### config.mk
export PLATFORM = sky130hd
export DESIGN_NAME = qspi_tran_seq
export DESIGN_NICKNAME = d
export VERILOG_FILES = /design/src/rtl/qspi_tran_seq_pkg.sv /design/src/rtl/qspi_tran_seq_phase_cnt.sv /design/src/rtl/qspi_tran_seq.sv
export SDC_FILE = /design/constraint.sdc
export NUM_CORES = 1
export LEC_CHECK = 0
export CELL_PAD_IN_SITES_DETAIL_PLACEMENT = 0
export CELL_PAD_IN_SITES_GLOBAL_PLACEMENT = 1
export CORE_UTILIZATION = 47
export CTS_BUF_LIST = sky130_fd_sc_hd__clkbuf_8
export DETAILED_ROUTE_END_ITERATION = 8
export PLACE_DENSITY = 0.88
export SLEW_MARGIN = 0
export SYNTH_ARGS = -nofsm -noshare
export SYNTH_HDL_FRONTEND = slang
export SYNTH_SLANG_ARGS = --single-unit
### constraint.sdc
create_clock -name clock -period 10 [get_ports clock]
set_input_delay 1.5 -clock clock [delete_from_list [all_inputs] [get_ports clock]]
set_output_delay 1.5 -clock clock [all_outputs]
set_load 0.05 [all_outputs]
### src/rtl/qspi_tran_seq_pkg.sv
// Shared QSPI sequencer types: phase and lane encodings, phase counter width, length and lane helpers.
package qspi_tran_seq_pkg;

  localparam int CNT_W = 18;

  typedef enum logic [2:0] {
    PH_IDLE  = 3'd0,
    PH_INST  = 3'd1,
    PH_ADDR  = 3'd2,
    PH_DUMMY = 3'd3,
    PH_WDATA = 3'd4,
    PH_RDATA = 3'd5,
    PH_GAP   = 3'd6
  } phase_e;

  localparam logic [1:0] LANE_X1 = 2'd0;
  localparam logic [1:0] LANE_X2 = 2'd1;
  localparam logic [1:0] LANE_X4 = 2'd2;

  function automatic logic [1:0] lane_sel(input logic spi, input logic dpi);
    return spi ? LANE_X4 : (dpi ? LANE_X2 : LANE_X1);
  endfunction

  // size*burstlen nibbles, scaled by clocks per nibble (x4=1, x2=2, x1=4)
  function automatic logic [CNT_W-1:0] phase_len(input logic [7:0] size, input logic [7:0] burst,
                                                 input logic [1:0] lane);
    logic [CNT_W-1:0] prod;
    prod = CNT_W'(size) * CNT_W'(burst);
    case (lane)
      LANE_X4: return prod;
      LANE_X2: return prod << 1;
      default: return prod << 2;
    endcase
  endfunction

  // Low counter bits that must be zero at a nibble boundary.
  function automatic logic [1:0] nib_mask(input logic [1:0] lane);
    case (lane)
      LANE_X4: return 2'b00;
      LANE_X2: return 2'b01;
      default: return 2'b11;
    endcase
  endfunction

  // First enabled phase strictly after cur in INST..RDATA order; GAP when none remain.
  function automatic phase_e next_phase(input phase_e cur, input logic [5:1] act);
    phase_e nxt;
    nxt = PH_GAP;
    for (int i = 5; i >= 1; i--) begin
      if (act[i] && (3'(i) > cur)) nxt = phase_e'(3'(i));
    end
    return nxt;
  endfunction

endpackage

### src/rtl/qspi_tran_seq_phase_cnt.sv
// Shared phase down-counter: load L-1 on phase entry, decrement per unstalled clock, hold otherwise.
// Flags the last SCK of the phase and nibble boundaries for the current lane width.
module qspi_tran_seq_phase_cnt
  import qspi_tran_seq_pkg::*;
(
  input  logic             i_clock,
  input  logic             i_reset,
  input  logic             i_load,
  input  logic [CNT_W-1:0] i_load_val,
  input  logic             i_dec,
  input  logic [1:0]       i_nib_mask,
  output logic             o_last,
  output logic             o_nib_end
);

  logic [CNT_W-1:0] r_cnt;

  always_ff @(posedge i_clock) begin
    if (i_reset)                   r_cnt <= '0;
    else if (i_load)               r_cnt <= i_load_val;
    else if (i_dec && r_cnt != '0) r_cnt <= r_cnt - CNT_W'(1);
  end

  assign o_last    = (r_cnt == '0);
  assign o_nib_end = ((r_cnt[1:0] & i_nib_mask) == 2'b00);

endmodule

### src/rtl/qspi_tran_seq.sv
// QSPI transfer sequencer: pops a buffered request and steps INST->ADDR->DUMMY->DATA, outputs decoded from state;
// io_stall freezes SCK and the phase counter. Stall watchdog enabled by defining QSPI_SEQ_TIMEOUT_EN.
module qspi_tran_seq
  import qspi_tran_seq_pkg::*;
#(
  parameter int CS_GAP  = 2,
  parameter int TIMEOUT = 1024
) (
  input  logic       clock,
  input  logic       reset,
  input  logic       io_start_signal,
  output logic       io_next_req,
  input  logic       io_addr_valid,
  input  logic       io_dummy_valid,
  input  logic       io_wr_valid,
  input  logic       io_rd_valid,
  input  logic       io_erase_valid,
  input  logic [7:0] io_inst_size,
  input  logic [7:0] io_inst_burstlen,
  input  logic [7:0] io_addr_size,
  input  logic [7:0] io_addr_burstlen,
  input  logic [7:0] io_dummy_size,
  input  logic [7:0] io_dummy_burstlen,
  input  logic [7:0] io_data_size,
  input  logic [7:0] io_data_burstlen,
  input  logic       io_addr_mode_en,
  input  logic       io_addr_spi_mode,
  input  logic       io_addr_dpi_mode,
  input  logic       io_data_mode_en,
  input  logic       io_data_spi_mode,
  input  logic       io_data_dpi_mode,
  input  logic       io_tran_spi_mode,
  input  logic       io_tran_dpi_mode,
  input  logic       io_stall,
  output logic       io_cs_n,
  output logic       io_sck_en,
  output logic [2:0] io_phase,
  output logic [1:0] io_lane,
  output logic       io_nibble_strobe,
  output logic       io_phase_last,
  output logic       io_err
);

  localparam int GAP_W = $clog2(CS_GAP + 1);

  phase_e           r_state, w_nxt;
  logic [GAP_W-1:0] r_gap_cnt;
  logic [1:0]       w_g_lane, w_a_lane, w_d_lane, w_lane;
  logic [CNT_W-1:0] w_len_inst, w_len_addr, w_len_dummy, w_len_data, w_load_val;
  logic [5:1]       w_act;
  logic             w_wr_eff, w_rd_eff, w_illegal, w_active, w_gap_end, w_accept;
  logic             w_abort, w_load, w_last, w_nib_end;

  assign w_g_lane = lane_sel(io_tran_spi_mode, io_tran_dpi_mode);
  assign w_a_lane = io_addr_mode_en ? lane_sel(io_addr_spi_mode, io_addr_dpi_mode) : w_g_lane;
  assign w_d_lane = io_data_mode_en ? lane_sel(io_data_spi_mode, io_data_dpi_mode) : w_g_lane;

  assign w_len_inst  = phase_len(io_inst_size, io_inst_burstlen, w_g_lane);
  assign w_len_addr  = phase_len(io_addr_size, io_addr_burstlen, w_a_lane);
  assign w_len_dummy = phase_len(io_dummy_size, io_dummy_burstlen, w_g_lane);
  assign w_len_data  = phase_len(io_data_size, io_data_burstlen, w_d_lane);

  // Erase runs INST(+ADDR) only; write wins when both data directions are requested.
  assign w_wr_eff  = io_wr_valid && !io_erase_valid;
  assign w_rd_eff  = io_rd_valid && !io_wr_valid && !io_erase_valid;
  assign w_illegal = (io_wr_valid && io_rd_valid) || (io_erase_valid && (io_wr_valid || io_rd_valid));
  assign w_act     = {w_rd_eff && (w_len_data != '0),
                      w_wr_eff && (w_len_data != '0),
                      io_dummy_valid && !io_erase_valid && (w_len_dummy != '0),
                      io_addr_valid && (w_len_addr != '0),
                      w_len_inst != '0};

  assign w_active  = (r_state == PH_INST) || (r_state == PH_ADDR) || (r_state == PH_DUMMY) ||
                     (r_state == PH_WDATA) || (r_state == PH_RDATA);
  assign w_gap_end = (r_state == PH_GAP) && (r_gap_cnt == GAP_W'(CS_GAP - 1));
  // The last GAP clock may accept the next head directly; with a 1-clock gap the pop is still in flight.
  assign w_accept  = io_start_signal && ((r_state == PH_IDLE) || (w_gap_end && (CS_GAP > 1)));

`ifdef QSPI_SEQ_TIMEOUT_EN
  localparam int TO_W = $clog2(TIMEOUT + 1);
  logic [TO_W-1:0] r_stall_cnt;

  always_ff @(posedge clock) begin
    if (reset || !w_active || !io_stall) r_stall_cnt <= '0;
    else                                 r_stall_cnt <= r_stall_cnt + TO_W'(1);
  end

  assign w_abort = w_active && io_stall && (r_stall_cnt == TO_W'(TIMEOUT - 1));
`else
  localparam int unused_timeout = TIMEOUT;
  assign w_abort = 1'b0;
`endif

  always_ff @(posedge clock) begin
    if (reset) r_state <= PH_IDLE;
    else       r_state <= w_nxt;
  end

  always_comb begin
    w_nxt = r_state;
    case (r_state)
      PH_IDLE, PH_GAP: begin
        if (w_accept)       w_nxt = next_phase(PH_IDLE, w_act);
        else if (w_gap_end) w_nxt = PH_IDLE;
      end
      default: begin
        if (w_abort)                w_nxt = PH_GAP;
        else if (!io_stall && w_last) w_nxt = next_phase(r_state, w_act);
      end
    endcase
  end

  always_ff @(posedge clock) begin
    if (reset || r_state != PH_GAP || w_accept) r_gap_cnt <= '0;
    else if (!w_gap_end)                        r_gap_cnt <= r_gap_cnt + GAP_W'(1);
  end

  assign w_load = (w_nxt != r_state) && (w_nxt != PH_IDLE) && (w_nxt != PH_GAP);

  always_comb begin
    w_load_val = '0;
    case (w_nxt)
      PH_INST:            w_load_val = w_len_inst - CNT_W'(1);
      PH_ADDR:            w_load_val = w_len_addr - CNT_W'(1);
      PH_DUMMY:           w_load_val = w_len_dummy - CNT_W'(1);
      PH_WDATA, PH_RDATA: w_load_val = w_len_data - CNT_W'(1);
      default:            w_load_val = '0;
    endcase
  end

  always_comb begin
    w_lane = LANE_X1;
    case (r_state)
      PH_INST, PH_DUMMY:  w_lane = w_g_lane;
      PH_ADDR:            w_lane = w_a_lane;
      PH_WDATA, PH_RDATA: w_lane = w_d_lane;
      default:            w_lane = LANE_X1;
    endcase
  end

  qspi_tran_seq_phase_cnt u_phase_cnt (
    .i_clock    (clock),
    .i_reset    (reset),
    .i_load     (w_load),
    .i_load_val (w_load_val),
    .i_dec      (w_active && !io_stall),
    .i_nib_mask (nib_mask(w_lane)),
    .o_last     (w_last),
    .o_nib_end  (w_nib_end)
  );

  always_comb begin
    io_cs_n          = 1'b1;
    io_sck_en        = 1'b0;
    io_phase         = r_state;
    io_lane          = w_lane;
    io_nibble_strobe = 1'b0;
    io_phase_last    = 1'b0;
    if (w_active) begin
      io_cs_n          = 1'b0;
      io_sck_en        = !io_stall;
      io_phase_last    = w_last;
      io_nibble_strobe = !io_stall && (r_state != PH_DUMMY) && w_nib_end;
    end
    io_next_req = (r_state == PH_GAP) && (r_gap_cnt == '0);
    io_err      = !reset && ((w_accept && w_illegal) || w_abort);
  end

endmodule

# == Word level (Yosys, flattened, before mapping) ==
# Index checks and enable logic that the tools add are counted.
# classes
n_addsub,6
multipliers,4
n_lt_le_gt_ge,5
eq_ne,24
muxes,35
bitwise_logic,1
n_reduce_logical,55
# ops
op,n
$pmux W18 S2,4
$reduce_bool A18 Y1,5
$sub A18 B1 Y18 const B,5
$pmux W18 S4,1
$mul A8 B8 Y16,4
$mux W18,2
$mux W3,12
$logic_and A1 B1 Y1,27
$logic_not A18 Y1,1
$eq A3 B3 Y1 const B,5
$mux W2,7
$eq A3 B2 Y1 const B,4
$eq A2 B1 Y1 const B,5
$logic_or A1 B1 Y1,9
$eq A2 B2 Y1 const B,4
$reduce_or A2 Y1,4
$mux W1,7
$eq A3 B1 Y1 const B,2
$gt A2 B3 Y1 const A,2
$gt A3 B3 Y1 const A,2
$ne A3 B3 Y1 const B,2
$pmux W2 S3,1
$logic_not A1 Y1,4
$logic_not A2 Y1,2
other kinds (9),9
# word_totals
regBits,23
out_inout_bits,11
wordCells,133

# == Logic depth before layout (Yosys ltp) ==
# Gate-level depths: netlist of run 1.
# logic_depth
depth_word,19
ltp_mapped,31

# == Modules after synthesis ==
# From an unflattened synthesis of run 1, not the netlist that was laid out.
# unflattened
cells_unflattened,1788
area_unflattened_um2,13680.6
# modules_own_cells
mod,instances,cells_per_inst,area_per_inst_um2
qspi_tran_seq,1,1660,12628.4
qspi_tran_seq_phase_cnt,1,128,1052.3

# == Worst setup path before layout of run 1 ==
# No wires, ideal clock.
# synth_timing
path_kind,in2reg
start,in io_inst_burstlen[7]
end,reg u_phase_cnt.r_cnt[16]
setup_ns,0.122
arrival_ns,8.560
setup_slack_ns,1.319
cell_stages,27
path_buffers,3
path_cell_list,clkbuf_1 nand2_1 fa_1 inv_1 fa_1 fa_1 inv_1 fa_1 inv_1 ha_1 buf_2 or3_1 o211ai_1 mux2i_1 mux2_2 or4b_1 a2111o_1 a21oi_2 inv_2 o31ai_4 buf_6 nand2_4 o32a_1 a32oi_2 nand2_2 or4b_1 o311a_1
# synth_between
elab_chain_len,11
# synth_lines
item,line_no,text
"start, declared",qspi_tran_seq.sv:19,"input logic [7:0] io_inst_burstlen,"
$mul A8 B8 Y16 *,qspi_tran_seq_pkg.sv:28,prod = CNT_W'(size) * CNT_W'(burst);
$pmux W18 S2 *,qspi_tran_seq_pkg.sv:29,case (lane)
$reduce_bool A18 Y1,qspi_tran_seq.sv:71,w_len_inst != '0};
$logic_and A1 B1 Y1,qspi_tran_seq_pkg.sv:50,if (act[i] && (3'(i) > cur)) nxt = phase_e'(3'(i));
$mux W3,qspi_tran_seq_pkg.sv:50,
$mux W3,qspi_tran_seq.sv:108,"else if (!io_stall && w_last) w_nxt = next_phase(r_state, w_act);"
$mux W3,qspi_tran_seq.sv:101,case (r_state)
"$eq A3 B3 Y1, or another cell as far along",qspi_tran_seq.sv:122,case (w_nxt)
$reduce_or A2 Y1 / $logic_and A1 B1 Y1 (equally long branches),"qspi_tran_seq.sv:122, qspi_tran_seq.sv:118",
$pmux W18 S4 / $logic_and A1 B1 Y1 (equally long branches),"qspi_tran_seq.sv:122, qspi_tran_seq.sv:118",
$mux W18 / $reduce_bool A2 Y1 (equally long branches),--,
"end signal, assigned",qspi_tran_seq_phase_cnt.sv:20,else if (i_load) r_cnt <= i_load_val;
"end signal, assigned",qspi_tran_seq_phase_cnt.sv:21,else if (i_dec && r_cnt != '0) r_cnt <= r_cnt - CNT_W'(1);
"end, declared",qspi_tran_seq_phase_cnt.sv:16,logic [CNT_W-1:0] r_cnt;
# Every way passes the cells marked *; elsewhere a longest branch is shown, timed or not.
# A chain may end at the register's enable or synchronous reset.

# == Worst setup path after layout of run 1 ==
# layout_timing
start,in io_inst_burstlen[6]
end,reg u_phase_cnt.r_cnt[7]
# The elaborated chain is that of the path after synthesis.

==> flow_summary.json, run 1 <==
{
  "status": "complete, no violations",
  "synth_ff_type": "dfxtp_1",
  "core_region_area_mm2": 0.0270,
  "tightest_slew_ns": 0.803,
  "hold_viol": 0,
  "cts.clk_slew.worst_paths_ns": 0.09,
  "pin_count": 92,
  "final_util_pct": 53.9,
  "wl_per_cell_um": 17.2,
  "power.density_mw_per_mm2": 272,
  "post-route-period-util_pct": 95.5,
  "rows": 60,
  "startpoint": "io_inst_burstlen[6]",
  "total_power_mw": 3.96,
  "ff2ff_setup_slack_ns": 5.15,
  "setup_violations": 0,
  "grt_pass1_wl_um": 60600,
  "worst_ep_arrival_time_ns": 9.72,
  "synth_nets": 2048,
  "cts_htree_levels": 1,
  "ys_seq_elements": 23,
  "fin_nets": 2132,
  "grt_overflow": 0,
  "endpoint_kind": "register",
  "min_period_ns": 9.55,
  "hold_path_class": "reg2reg",
  "m1WireLength_um": 16700,
  "die_y_um": 168,
  "antenna_left": 0,
  "synth_cell_types": 98,
  "syn_area_mm2": 0.0130,
  "wirelength_um": 36100,
  "diodes": 0,
  "hold_ws_ns": 0.508,
  "maxSlewHeadroom_pct": 46.5,
  "synth_edf_count": 0,
  "reg2reg_depth": 16,
  "die_area_mm2": 0.0283,
  "worstPathRequired_ns": 10.17,
  "drcViolationCount": 0,
  "area_growth_pct": 12.1,
  "cp_max_fo": 11,
  "root_buffer": "clkbuf_8",
  "hold_buffers": 0,
  "placed_cell_area_mm2": 0.0144,
  "routed-wl-met3_um": 1440,
  "p_leak_nw": 6.85,
  "yosys_warnings": 0,
  "syn_inst": 1670,
  "grt_use_total_pct": 25.9,
  "cts_buffer_depth": 2,
  "drtPass1Iterations": 5,
  "fmax_ghz": 0.105,
  "routed_via_density": 5.85,
  "initial_core_util_pct": 48.0,
  "ys_seq_area_share_pct": 3.55,
  "async_reset_ff_share_pct": 0,
  "dp_hpwl_um": 30100,
  "critPathLaunchType": "primary input",
  "numClockSinks": 23,
  "via_count": 12300,
  "crit_end": "u_phase_cnt.r_cnt[7]",
  "slew_violations": 0,
  "initialDrtViolationCount": 741,
  "vdd_drop_max_mv": 0.186,
  "dr_wl_met2_um": 17400,
  "place_inst": 2084,
  "nFillCells": 2617,
  "crit-reg2reg-launch": "u_phase_cnt.r_cnt[11]",
  "drive_gt1_share_pct": 6.10,
  "finalClockSkew_ns": 0.00588,
  "reg2reg_to": "u_phase_cnt.r_cnt[16]",
  "insertion_delay_ns": 0.27,
  "syn_avg_cell_area_um2": 7.77,
  "antenna_found_initial": 0,
  "worstSetupPathType": "in2reg",
  "grt_pass1_vias": 12100,
  "portBuffers": 91,
  "fp.dieW_um": 168,
  "rsz0062_at_grt": "false",
  "place_congestion": 0.926,
  "grt_max_degree": 59,
  "cts_tree": "yes",
  "cap_violations": 0,
  "final_cells": 2094,
  "post-route-cell-area_mm2": 0.0146,
  "top_layer_used": "met4",
  "numCtsBuffers": 3
}
[layout make-up]
class / instances / area, um^2 / area share, %
Timing Repair Buffer: 137 / 1260 / 8.65
Sequential cell: 23 / 460 / 3.16
Inverter: 215 / 807 / 5.54
Clock inverter: 1 / 3.75 / 0.0258
Multi-Input combinational cell: 1374 / 11600 / 79.4
Tap cell: 341 / 427 / 2.93
Clock buffer: 3 / 41.3 / 0.284
[placed cells by master, fill, tap and decap left out, drive strengths merged, types with 19 or more instances in the layout]
cell type and n:
nand3 22, and2 163, inv 215, dfxtp 23, nand2 213, o21ai 55, a21o 20, a211oi 22
xor2 28, xnor2 35, fa 144, ha 153, a21oi 83, a22oi 19, buf 47, nor2 87
clkdlybuf4s50 87, mux2i 25
[through the flow]
step	TNS [ns]	worst slack, ns
after floorplan	0	1.32
after global placement	-0.807	-0.179
after detailed placement	-0.909	-0.177
after CTS	0	0.0765
after global routing	0	0.0615
final	0	0.453
[where the power goes]
part	switching (mW)	total, mW	internal [mW]	leakage (nW)
clock	0.0308	0.0582	0.0275	0.0269
sequential	0.0511	0.181	0.130	0.191
combinational	2.22	3.72	1.50	6.64
total	2.30	3.96	1.66	6.85
[metal layers]
metal,GRT usage (%),vias up
li1,-,5914
met1,35.8,6012
met2,45.1,291
met3,1.32,41
met4,4.70,0
met5,0,-
[cells by family (layout without fill, tap and decap cells)]
family          Yosys count  count (layout)  share of synthesized area (%)
compound gates          359             360                           19.9
xor+xnor                 63              63                           4.31
fa+ha+maj               297             297                           37.0
buf+inv                 274             356                           8.12
flops                    23              23                           3.55
mux                      32              32                           2.54
simple gates            622             622                           24.6
[state kept, by name (all words and copies together) (netlist names)]
| signal | cells |
|---|---|
| io_phase | 3 |
| r_gap_cnt | 2 |
| u_phase_cnt.r_cnt | 18 |
[synth_stat cells (all sizes together), types with 8 or more instances]
cell type	instances	area share, %
nor2	87	2.5
inv	214	6.2
nor3	18	0.73
or2	11	0.55
nand4	12	0.58
and3	16	0.77
nor2b	14	0.67
xor2	28	1.9
o31ai	11	0.74
nand2	213	6.2
clkbuf	43	1.2
nand3	22	0.89
a221o	8	0.62
xnor2	35	2.4
nand2b	14	0.67
a22oi	19	1.1
o211ai	15	0.87
o21ai	55	2.1
mux2i	25	1.9
buf	16	0.66
ha	153	15
or3	11	0.53
a31oi	8	0.39
fa	144	22
a21oi	83	3.2
a211oi	22	1.3
and2	163	7.9
dfxtp	23	3.5
nor4	11	0.53
a21o	20	1.2
[critical path: stages]
cell and delay, ns:
clkdlybuf4s50_1 0.66, nand2_1 0.13, fa_1 0.51, fa_1 0.52
inv_1 0.05, fa_1 0.49, inv_1 0.05, fa_1 0.49
inv_1 0.04, ha_1 0.46, o21ai_2 0.13, or2_4 0.27
a311oi_2 0.27, mux2i_1 0.10, mux2_2 0.33, or4b_1 0.53
a2111o_1 0.49, nand2b_1 0.22, o22ai_4 0.21, nand2_1 0.17
buf_4 0.22, mux2i_1 0.23, o221ai_1 0.26, nand2b_1 0.25
nand4b_2 0.28, buf_4 0.20, or3_1 0.33, a311oi_1 0.29
[worst min path at each step]
| stage | endpoint | from | depth (start not counted) | slack, ns |
|---|---|---|---|---|
| 2_1_floorplan | r_gap_cnt[1] | r_gap_cnt[1] | 2 | 0.46 |
| 3_3_place_gp | r_gap_cnt[1] | r_gap_cnt[1] | 2 | 0.48 |
| 3_5_place_dp | r_gap_cnt[1] | r_gap_cnt[1] | 2 | 0.49 |
| 4_1_cts | r_gap_cnt[1] | r_gap_cnt[1] | 2 | 0.51 |
| 5_1_grt | u_phase_cnt.r_cnt[4] | u_phase_cnt.r_cnt[4] | 2 | 0.55 |
| 6_report | r_gap_cnt[1] | r_gap_cnt[1] | 2 | 0.51 |
[what timing repair did]
action | 4_1_cts | 5_1_grt
resized for setup | 0 | 16
setup endpoints to repair | 0 | 17
setup buffers | 0 | 5
(Power assumes the default switching activity.)
==> run 2: changes to the inputs <==
--- a/config.mk
+++ b/config.mk
@@ -10,6 +10,7 @@
 export CORE_UTILIZATION = 47
 export CTS_BUF_LIST = sky130_fd_sc_hd__clkbuf_8
 export DETAILED_ROUTE_END_ITERATION = 8
+export MAX_ROUTING_LAYER = met4
 export PLACE_DENSITY = 0.88
 export SLEW_MARGIN = 0
 export SYNTH_ARGS = -nofsm -noshare
==> flow_summary.json, run 2 (synthesis results as in run 1) <==
{
  "tightest_slew_ns": 0.788,
  "insertion_delay_ns": 0.26,
  "timing.critical_path.mode_cell": "fa_1",
  "via_count": 12000,
  "routed-wl-met3_um": 1220,
  "p_leak_nw": 6.79,
  "drive_gt1_share_pct": 5.72,
  "cts_buffer_depth": 2,
  "grt_max_degree": 59,
  "drtPass1Iterations": 5,
  "p_clk_share_pct": 1.5,
  "path_buf_inv": 6,
  "numCtsBuffers": 3,
  "nFillCells": 2682,
  "root_buffer": "clkbuf_8",
  "switchingPower_mw": 2.27,
  "status": "complete, no violations",
  "min-delay-start": "r_gap_cnt[1]",
  "fin_nets": 2126,
  "max_flop_register": "u_phase_cnt.r_cnt",
  "cts_htree_levels": 1,
  "min_period_ns": 9.56,
  "cts_tree": "yes",
  "layout_common_cells": "inv_1 (213), nand2_1 (211), and2_1 (160)",
  "hold_path_class": "reg2reg",
  "initial_core_util_pct": 48.0,
  "reg2reg_to": "u_phase_cnt.r_cnt[16]",
  "numClockSinks": 23,
  "worstHoldPathCells": 2,
  "hold_viol": 0,
  "cap_violations": 0,
  "post-route-period-util_pct": 95.6,
  "grt_overflow": 0,
  "antenna_found_initial": 0,
  "crit_slowest_cell": "clkdlybuf4s50_1",
  "core_region_area_mm2": 0.0270,
  "wl_per_cell_um": 17.1,
  "rows": 60,
  "routed_via_density": 5.77,
  "power_frac_seq_pct": 4.6,
  "hold_buffers": 0,
  "endpoint_kind": "register",
  "vdd_drop_max_mv": 0.124,
  "fp.dieW_um": 168,
  "crit_family": "adder cells",
  "fmax_ghz": 0.105,
  "combPwrFrac_pct": 93.9,
  "min_to": "r_gap_cnt[1]",
  "cp_max_fo": 16,
  "p_int_mw": 1.64,
  "slowest_delay_ns": 0.64,
  "reg2reg_depth": 16,
  "dr_wl_met2_um": 17100,
  "drcViolationCount": 0,
  "wirelength_um": 35700,
  "worstPathRequired_ns": 10.16,
  "grt_pass1_vias": 12000,
  "finalClockSkew_ns": 0.00310,
  "grt_pass1_wl_um": 60200,
  "die_area_mm2": 0.0283,
  "power.density_mw_per_mm2": 270,
  "layout_commonest_cell": "inv_1",
  "tns_ns": 0,
  "m1WireLength_um": 16700,
  "dp_hpwl_um": 30100,
  "worst_ep_arrival_time_ns": 9.72,
  "diodes": 0,
  "largest_reg_flops": 18,
  "die_y_um": 168,
  "area_growth_pct": 11.5,
  "netSwitchingFraction_pct": 58.1,
  "grt_use_total_pct": 26.6,
  "setup_violations": 0,
  "initialDrtViolationCount": 608,
  "hold_ws_ns": 0.522,
  "ff2ff_setup_slack_ns": 5.21,
  "top_layer_used": "met4",
  "portBuffers": 91,
  "maxSlewHeadroom_pct": 47.5,
  "pin_count": 92,
  "worstSetupPathType": "in2reg",
  "antenna_left": 0,
  "cts.clk_slew.worst_paths_ns": 0.08,
  "crit-reg2reg-launch": "u_phase_cnt.r_cnt[7]",
  "place_congestion": 0.992,
  "critPathLaunchType": "primary input",
  "cp_num_cells": 27,
  "slew_violations": 0
}
[run 2: timing repair]
action,4_1_cts,5_1_grt
setup endpoints to repair,0,14
setup buffers,0,1
resized for setup,0,9
[run 2: stage by stage]
step	area [um^2]	setup WS, ns	cells	utilization (%)	power [mW]
finish	14500	0.443	2088	53.5	3.91
global route	14500	-0.0443	2088	53.5	4.32
CTS	14400	0.0975	2087	53.3	3.85
detailed placement	14400	-0.172	2083	53.2	3.77
global placement	14400	-0.115	2083	53.2	3.74
floorplan	13000	1.32	1670	-	2.82
[run 2: worst register-to-register path, cell delays in order, from the launching register on]
cell and delay, ns:
dfxtp_1 0.34, or4_1 0.58, nor3_1 0.35, nand3_1 0.20, nor2_1 0.32, mux2i_1 0.13, nor4_1 0.20, a31o_2 0.14
and3_1 0.22, o31ai_4 0.13, buf_4 0.17, xnor2_2 0.40, nand2_1 0.20, a2111oi_4 0.36, nand3_2 0.14, or4b_1 0.48
o311a_1 0.33
[run 2: layout make-up]
class	count	area, um^2	share of cell area, %
clock inverter	1	5.00	0.0346
clock buffer	3	41.3	0.285
sequential	23	460	3.18
inverter	215	807	5.58
tap	341	427	2.95
timing repair buffer	132	1210	8.39
multi-input combinational	1373	11500	79.6
[run 2: worst max path at each step]
| stage | start | endpoint | slack [ns] |
|---|---|---|---|
| after floorplan | io_inst_burstlen[7] | u_phase_cnt.r_cnt[16] | 1.32 |
| after global placement | io_addr_size[3] | u_phase_cnt.r_cnt[16] | -0.11 |
| after detailed placement | io_addr_burstlen[3] | u_phase_cnt.r_cnt[15] | -0.17 |
| after CTS | io_addr_burstlen[3] | u_phase_cnt.r_cnt[16] | 0.1 |
| after global routing | io_addr_burstlen[3] | u_phase_cnt.r_cnt[16] | -0.04 |
| final | io_inst_burstlen[7] | u_phase_cnt.r_cnt[15] | 0.44 |
[run 2: power groups by stage]
stage                     logic (mW)  registers, mW  clock network, mW
after floorplan                 2.65          0.173                  0
after detailed placement        3.59          0.181                  0
after CTS                       3.61          0.179             0.0594
final                           3.67          0.179             0.0586
after global placement          3.56          0.180                  0
after global routing            4.07          0.186             0.0642
[run 2: metal layers]
layer  vias up  GRT usage (%)
met2       267           45.0
met3        41           1.55
met1      5849           35.3
met5         -              -
met4         0           4.98
li1       5889              -
==> run 3: changes to the inputs <==
--- a/config.mk
+++ b/config.mk
@@ -12,7 +12,7 @@
 export DETAILED_ROUTE_END_ITERATION = 8
 export MAX_ROUTING_LAYER = met4
 export PLACE_DENSITY = 0.88
-export SLEW_MARGIN = 0
+export SLEW_MARGIN = 20
 export SYNTH_ARGS = -nofsm -noshare
 export SYNTH_HDL_FRONTEND = slang
 export SYNTH_SLANG_ARGS = --single-unit
==> results of run 3 <==
Same layout as run 2: the final DEF is identical, and so are final timing and power.
